==> config.mk <==
export PLATFORM = sky130hd
export DESIGN_NAME = flash_read_arbiter
export DESIGN_NICKNAME = d
export VERILOG_FILES = /design/src/rtl/flash_read_arbiter.sv
export SDC_FILE = /design/constraint.sdc
export NUM_CORES = 1
export LEC_CHECK = 0
export ABC_CLOCK_PERIOD_IN_PS = 3100
export BUFFER_PORTS_ARGS = -buffer_cell sky130_fd_sc_hd__buf_2
export CAP_MARGIN = 20
export CORE_MARGIN = 2
export CORE_UTILIZATION = 52
export CTS_CLUSTER_DIAMETER = 80
export DETAILED_ROUTE_END_ITERATION = 7
export PLACE_DENSITY = 0.95
export SETUP_SLACK_MARGIN = 0.2
export SKIP_CTS_REPAIR_TIMING = 1
export SLEW_MARGIN = 10
export SYNTH_ARGS = -nofsm -noshare
export SYNTH_HDL_FRONTEND = slang
export SYNTH_SLANG_ARGS = --single-unit
==> constraint.sdc <==
create_clock -name clk_50 -period 3.1 [get_ports clk_50]
set_input_delay 0.155 -clock clk_50 [delete_from_list [all_inputs] [get_ports clk_50]]
set_output_delay 0.155 -clock clk_50 [all_outputs]
set_load 0.01 [all_outputs]
==> src/rtl/flash_read_arbiter.sv <==
// Shares one Avalon-MM flash read port between two read masters: round-robin
// grant, a single outstanding read, data routed to the owner, readdatavalid timeout.
module flash_read_arbiter #(
  parameter int ADDR_W  = 23,
  parameter int DATA_W  = 32,
  parameter int TIMEOUT = 1024
) (
  input  logic              clk_50,
  input  logic              rst_n,
  input  logic              m0_read,
  input  logic [ADDR_W-1:0] m0_address,
  input  logic [3:0]        m0_byteenable,
  output logic              m0_waitrequest,
  output logic [DATA_W-1:0] m0_readdata,
  output logic              m0_readdatavalid,
  output logic              m0_timeout,
  input  logic              m1_read,
  input  logic [ADDR_W-1:0] m1_address,
  input  logic [3:0]        m1_byteenable,
  output logic              m1_waitrequest,
  output logic [DATA_W-1:0] m1_readdata,
  output logic              m1_readdatavalid,
  output logic              m1_timeout,
  output logic              flash_mem_read,
  output logic [ADDR_W-1:0] flash_mem_address,
  output logic [3:0]        flash_mem_byteenable,
  input  logic              flash_mem_waitrequest,
  input  logic [DATA_W-1:0] flash_mem_readdata,
  input  logic              flash_mem_readdatavalid,
  output logic              owner,
  output logic              busy
);

  localparam int CNT_W = $clog2(TIMEOUT);
  localparam logic [CNT_W-1:0] CNT_LAST = CNT_W'(TIMEOUT - 1);

  typedef enum logic [1:0] {
    ST_IDLE  = 2'd0,
    ST_ISSUE = 2'd1,
    ST_WAIT  = 2'd2
  } state_t;

  state_t            state_r;
  state_t            state_s;
  logic              ptr_r;
  logic              owner_r;
  logic [ADDR_W-1:0] addr_r;
  logic [3:0]        be_r;
  logic [CNT_W-1:0]  cnt_r;
  logic [DATA_W-1:0] rdata0_r;
  logic [DATA_W-1:0] rdata1_r;
  logic              rdv0_r;
  logic              rdv1_r;
  logic              to0_r;
  logic              to1_r;

  logic              req_any_s;
  logic              grant_s;
  logic              accept_s;
  logic              data_done_s;
  logic              tmo_s;

  // Arbitration: a lone requester wins, a tie goes to the priority pointer
  always_comb begin
    req_any_s = m0_read | m1_read;
    if (m0_read && m1_read) begin
      grant_s = ptr_r;
    end else if (m1_read) begin
      grant_s = 1'b1;
    end else begin
      grant_s = 1'b0;
    end
  end

  // Transaction events; valid wins over timeout in the final wait cycle
  always_comb begin
    accept_s    = (state_r == ST_ISSUE) && !flash_mem_waitrequest;
    data_done_s = (state_r == ST_WAIT) && flash_mem_readdatavalid;
    tmo_s       = (state_r == ST_WAIT) && !flash_mem_readdatavalid && (cnt_r == CNT_LAST);
  end

  // State register
  always_ff @(posedge clk_50 or negedge rst_n) begin
    if (!rst_n) begin
      state_r <= ST_IDLE;
    end else begin
      state_r <= state_s;
    end
  end

  // Next-state logic
  always_comb begin
    state_s = state_r;
    case (state_r)
      ST_IDLE: begin
        if (req_any_s) begin
          state_s = ST_ISSUE;
        end else begin
          state_s = ST_IDLE;
        end
      end
      ST_ISSUE: begin
        if (accept_s) begin
          state_s = ST_WAIT;
        end else begin
          state_s = ST_ISSUE;
        end
      end
      ST_WAIT: begin
        if (data_done_s || tmo_s) begin
          state_s = ST_IDLE;
        end else begin
          state_s = ST_WAIT;
        end
      end
      default: begin
        state_s = ST_IDLE;
      end
    endcase
  end

  // Command-side outputs; the owner's waitrequest follows the flash stall
  always_comb begin
    flash_mem_read = (state_r == ST_ISSUE);
    busy           = (state_r != ST_IDLE);
    m0_waitrequest = !(flash_mem_read && !owner_r && !flash_mem_waitrequest);
    m1_waitrequest = !(flash_mem_read && owner_r && !flash_mem_waitrequest);
  end

  // Latch the winner's command at grant time
  always_ff @(posedge clk_50 or negedge rst_n) begin
    if (!rst_n) begin
      owner_r <= 1'b0;
      addr_r  <= {ADDR_W{1'b0}};
      be_r    <= 4'b0000;
    end else if ((state_r == ST_IDLE) && req_any_s) begin
      owner_r <= grant_s;
      addr_r  <= grant_s ? m1_address : m0_address;
      be_r    <= grant_s ? m1_byteenable : m0_byteenable;
    end else begin
      owner_r <= owner_r;
      addr_r  <= addr_r;
      be_r    <= be_r;
    end
  end

  // Priority pointer flips away from the master that just completed
  always_ff @(posedge clk_50 or negedge rst_n) begin
    if (!rst_n) begin
      ptr_r <= 1'b0;
    end else if (data_done_s || tmo_s) begin
      ptr_r <= ~owner_r;
    end else begin
      ptr_r <= ptr_r;
    end
  end

  // Wait-cycle counter, cleared when flash accepts the command
  always_ff @(posedge clk_50 or negedge rst_n) begin
    if (!rst_n) begin
      cnt_r <= {CNT_W{1'b0}};
    end else if (accept_s) begin
      cnt_r <= {CNT_W{1'b0}};
    end else if (state_r == ST_WAIT) begin
      cnt_r <= cnt_r + CNT_W'(1);
    end else begin
      cnt_r <= cnt_r;
    end
  end

  // Per-master read data, held between reads
  always_ff @(posedge clk_50 or negedge rst_n) begin
    if (!rst_n) begin
      rdata0_r <= {DATA_W{1'b0}};
      rdata1_r <= {DATA_W{1'b0}};
    end else if (data_done_s) begin
      if (owner_r) begin
        rdata0_r <= rdata0_r;
        rdata1_r <= flash_mem_readdata;
      end else begin
        rdata0_r <= flash_mem_readdata;
        rdata1_r <= rdata1_r;
      end
    end else begin
      rdata0_r <= rdata0_r;
      rdata1_r <= rdata1_r;
    end
  end

  // One-cycle completion pulses routed to the owner
  always_ff @(posedge clk_50 or negedge rst_n) begin
    if (!rst_n) begin
      rdv0_r <= 1'b0;
      rdv1_r <= 1'b0;
      to0_r  <= 1'b0;
      to1_r  <= 1'b0;
    end else begin
      rdv0_r <= data_done_s && !owner_r;
      rdv1_r <= data_done_s && owner_r;
      to0_r  <= tmo_s && !owner_r;
      to1_r  <= tmo_s && owner_r;
    end
  end

  assign flash_mem_address    = addr_r;
  assign flash_mem_byteenable = be_r;
  assign owner                = owner_r;
  assign m0_readdata          = rdata0_r;
  assign m1_readdata          = rdata1_r;
  assign m0_readdatavalid     = rdv0_r;
  assign m1_readdatavalid     = rdv1_r;
  assign m0_timeout           = to0_r;
  assign m1_timeout           = to1_r;

endmodule

### Word level (Yosys, flattened, before mapping)

Index checks and enable logic that the tools add are counted.

| cells by class | value |
|---|---|
| bitwise operators | 2 |
| multiplexer cells | 10 |
| reductions and logical operators | 25 |
| $add $sub $neg | 1 |
| equal/unequal tests | 3 |

Operators with widths:

| kind | count |
|---|---|
| $mux W23 | 1 |
| $mux W10 | 2 |
| $logic_and A1 B1 Y1 | 14 |
| $add A10 B1 Y10 const B | 1 |
| $eq A10 B10 Y1 const B | 1 |
| $pmux W2 S3 | 1 |
| $logic_not A1 Y1 | 5 |
| $mux W2 | 2 |
| $mux W4 | 1 |
| $reduce_and A2 Y1 | 2 |
| $reduce_bool A2 Y1 | 2 |
| $mux W1 | 3 |
| $eq A2 B1 Y1 const B | 1 |
| $eq A2 B2 Y1 const B | 1 |
| $logic_not A2 Y1 | 1 |
| $logic_or A1 B1 Y1 | 1 |
| $not A1 Y1 | 1 |
| $or A1 B1 Y1 | 1 |

| word-level totals | value |
|---|---|
| output and inout bits | 100 |
| register bits after elaboration | 109 |
| logic and storage cells | 53 |

### Depth between registers and ports, before layout

| logic depth | value |
|---|---|
| word-level depth | 6 |
| mapped depth | 6 |
| gate-level depth less buffers | 4 |

### Worst setup path before layout

Ideal clock, no wire load.

| timing | value |
|---|---|
| path type | reg-to-reg |
| from | register owner_r (netlist: owner) |
| to | register rdata0_r[0] (netlist: m0_readdata[0]) |
| setup slack | 1599 ps |
| library setup time | 125 ps |
| data required time | 2975 ps |
| data arrival time | 1376 ps |
| path buffers | 2 |
| period minus slack after synthesis | 1501 ps |
| cell stages (with the launch flop) | 5 |
| cells stage by stage | dfrtp_1 > and4bb_2 > buf_6 > buf_6 > mux2_2 |

| on the way | value |
|---|---|
| word-level cells in the longest chain between the ends | 2 |

Ends and longest elaborated chain:

| element | RTL line | text |
|---|---|---|
| start, declared | 46 | `logic owner_r;` |
| start signal, assigned | 137 | `owner_r <= grant_s;` |
| start signal, assigned | 141 | `owner_r <= owner_r;` |
| $not A1 Y1 | - |  |
| $reduce_and A2 Y1 (no source line) | - |  |
| end signal, assigned | 174 | `rdata0_r <= {DATA_W{1'b0}};` |
| end signal, assigned | 178 | `rdata0_r <= rdata0_r;` |
| end signal, assigned | 181 | `rdata0_r <= flash_mem_readdata;` |
| end, declared | 50 | `logic [DATA_W-1:0] rdata0_r;` |

No other way between the ends.
A chain may end at the register's enable or synchronous reset.

### Final worst setup path

| timing | value |
|---|---|
| from | register state_r[1] |
| to | register rdata1_r[27] (netlist: m1_readdata[27]) |

| on the way | value |
|---|---|
| word-level cells in the longest chain between the ends | 3 |

Ends and longest elaborated chain:

| element | RTL line | text |
|---|---|---|
| start, declared | 43 | `state_t state_r;` |
| start signal, assigned | 87 | `state_r <= state_s;` |
| $eq A2 B2 Y1 | 78 | `data_done_s = (state_r == ST_WAIT) && flash_mem_readdatavalid;` |
| $logic_and A1 B1 Y1 | 78 |  |
| $reduce_and A2 Y1 (no source line) | - |  |
| end signal, assigned | 175 | `rdata1_r <= {DATA_W{1'b0}};` |
| end signal, assigned | 179 | `rdata1_r <= flash_mem_readdata;` |
| end signal, assigned | 182 | `rdata1_r <= rdata1_r;` |
| end, declared | 51 | `logic [DATA_W-1:0] rdata1_r;` |

No other way between the ends.

==> results by group <==
GRT
  • Global router's overall resource usage: between 20% and 30%
  • Number of global-route vias before repair: between 3,000 and 4,000
  • Gr ovfl total: 0
  • Initial antenna violation count: 0
  • First-pass GRT wire length: 18.4 mm
  • Largest net degree at the start of global routing: 58

Detailed routing
  • Routed WL: 11.9 mm
  • ANT nets after route: 0
  • DR iter-0 viols: around 150
  • DRC errors left: 0
  • Vias per inst: about 5.7
  • DRT Pass-1 Iters: 5
  • Via Count: around 3,800
  • WL/cell: roughly 18 um

Floorplanning
  • Die area: approximately 0.01 mm^2
  • Initial Util: 53.0%
  • Die Wd: approximately 100 um
  • Die height: a little over 100 um
  • Core area: just over 0.009 mm^2
  • Boundary pin count: roughly 190
  • Row cnt: 35

Clock network
  • Clock Tree Buf Depth: 2
  • CTS buffer count: 9
  • Clk_lat worst skew: approximately 0.36 ns
  • H-tree Lvls: 3
  • Clock-pin slew on the worst setup and hold paths: 0.12 ns
  • Sink Count: around 110
  • CTS tree: done
  • Root Driver: clkbuf_8

Synth
  • Top_reg_cell synth: dfrtp_1
  • Syn_nets: between 400 and 500
  • Area contributors post-synth: dfrtp_1 (56%), mux2_4 (9.0%), mux2_2 (8.6%)
  • Top-count cell post-synth: dfrtp_1
  • Post-synth top cells: dfrtp_1 (109), mux2_2 (37), o21ai_0 (30)
  • Post-synth EDFFs: 0
  • Netlist cell types: between 40 and 50
  • Synth async-reset ratio: 100%
  • Post-synthesis sequential area ratio: 56.3%
  • Synth top area share: roughly 56%
  • Synthesis-stage register bit count: around 110
  • Largest area contributor in the netlist: dfrtp_1
  • Syn_area_per_cell: ~13 um^2
  • Synth Instances: 380
  • Synthesized area: approximately 0.0048 mm^2
  • Synth warn: 0

Worst setup path
  • Buf+Inv Stages, Crit Path: 0
  • Crit path arrival time: roughly 2.4 ns
  • Slowest cell on crit path: nand3_4
  • Crit end category: register
  • Setup CP Type: reg2reg
  • Crit-path leading delay family: simple AND/OR/NAND/NOR gates
  • Crit-path cells: nor2b_1 -> nand3_4 -> mux2_4
  • Crit path required time: 3.35 ns
  • Worst setup SP type: register
  • Worst Path Max Fanout: 33
  • Delay of the slowest critical-path stage: between 0.5 and 0.6 ns

Placed design
  • Routability Congestion: 0.849
  • Placed cells: ~660
  • Post-DP HPWL: approximately 8.7 mm
  • IO Port Bufs: roughly 190
  • Post-place setup slack: between 0.9 and 1 ns

Final layout
  • Final std cells w/o fill: ~670
  • Fill count: a little under 700
  • Total Nets Final: about 650
  • Layout cell share with drive strength beyond 1: between 50% and 60%
  • Antenna Cells: 0
  • Area grow syn2layout: 24.2%

STA
  • Post-route clock period utilization: between 70% and 80%
  • Tmin final: around 2.2 ns
  • RSZ-0062 raised after global routing: false
  • Fmax: between 400 and 500 MHz
  • Final count of hold timing violations: 0
  • Clock Skew: about 0.011 ns
  • Worst-margin pin slew: ~0.94 ns
  • Final setup vio count: 0
  • Final Worst Setup Slack: a little over 0.9 ns
  • Sum Neg Setup Slack: 0 ns
  • Max Transition Viols Final: 0
  • Rel. slew slack: a little under two fifths

Pwr
  • LEAKAGE: approximately 3 nW
  • Max IR drop VDD: between 0.4 and 0.5 mV
  • Overall power: 0.00560 W
  • P per Cell Area: 930 mW/mm^2

Job
  • Max_cap viols: 0

Worst hold path
  • Hold WC Path Type: in2reg

Outcome
  • Status: finished, final reports clean
## cell usage in the layout (no fill, tap or decap), types with 3 or more instances in the layout
| cell | count |
|---|---|
| clkbuf_8 | 9 |
| mux2_2 | 37 |
| inv_1 | 4 |
| a31oi_1 | 27 |
| nor2b_1 | 3 |
| nor2_1 | 3 |
| nand3_1 | 12 |
| or4_1 | 3 |
| buf_2 | 190 |
| inv_8 | 3 |
| nand3b_1 | 27 |
| mux2_4 | 29 |
| o21ai_0 | 30 |
| dfrtp_1 | 109 |
| nand2_1 | 5 |
| buf_4 | 5 |
| o211ai_1 | 3 |
| a21oi_1 | 27 |
## per-layer routing
layer / up-vias / track usage (%) / wire length (um)
met3: 14 / 6.52 / 1050
met2: 205 / 40.5 / 5920
met5: - / 0 / 0
met4: 0 / 5.80 / 136
li1: 1752 / - / -
met1: 1845 / 27.9 / 4780
## stage by stage
step	instance area (um^2)	utilization (%)	hold slack, ns
2_1_floorplan	4850	-	-0.141
3_3_place_gp	5810	63.5	0.217
3_5_place_dp	5810	63.5	0.230
4_1_cts	6010	65.7	-0.185
5_1_grt	6020	65.8	0.00128
6_report	6020	65.8	0.0269
## final timing paths
| path | start | to | slack [ns] | depth (start not counted) |
|---|---|---|---|---|
| min in group asynchronous | rst_n | m1_readdata[12] | 0.35 | 2 |
| hold / removal | flash_mem_readdata[3] | m1_readdata[3] | 0.03 | 2 |
| max in group asynchronous | rst_n | flash_mem_byteenable[3] | 2.01 | 3 |
| setup reg to reg | state_r[1] | m1_readdata[27] | 0.91 | 3 |
| setup / recovery | state_r[1] | m1_readdata[27] | 0.91 | 3 |
| hold reg to reg | cnt_r[9] | cnt_r[9] | 0.49 | 1 |
## cells by family (layout without fill, tap and decap cells)
family	after synthesis	in the layout	synth area share, %
compound gates	97	97	11.5
mux	67	67	17.8
simple gates	71	71	9.81
fa+ha+maj	1	1	0.258
flops	109	109	56.3
xor+xnor	1	1	0.181
buf+inv	34	217	4.18
## power by group
part           leakage [nW]  switching [W]  internal [W]
Combinational          1.55        0.00115       0.00116
Sequential             1.33       0.000388       0.00204
Clock                0.0990       0.000540      0.000323
## sequential cells by signal, summed over array words and instances, names as in the netlist
register,count
m0_readdata,32
m1_readdata,32
flash_mem_address,23
cnt_r,10
flash_mem_byteenable,4
state_r,2
m0_readdatavalid,1
m0_timeout,1
m1_readdatavalid,1
m1_timeout,1
owner,1
ptr_r,1
## layout make-up
cell class	instances	area, um^2	share of cell area [%]
clock buffer	9	124	2.06
clock inverter	7	75.1	1.25
inverter	4	15.0	0.249
multi-input combinational	237	1920	31.9
sequential	109	2730	45.3
tap	111	139	2.31
timing repair buffer	197	1020	16.9
Note: power is estimated with default switching activity, not from simulation.
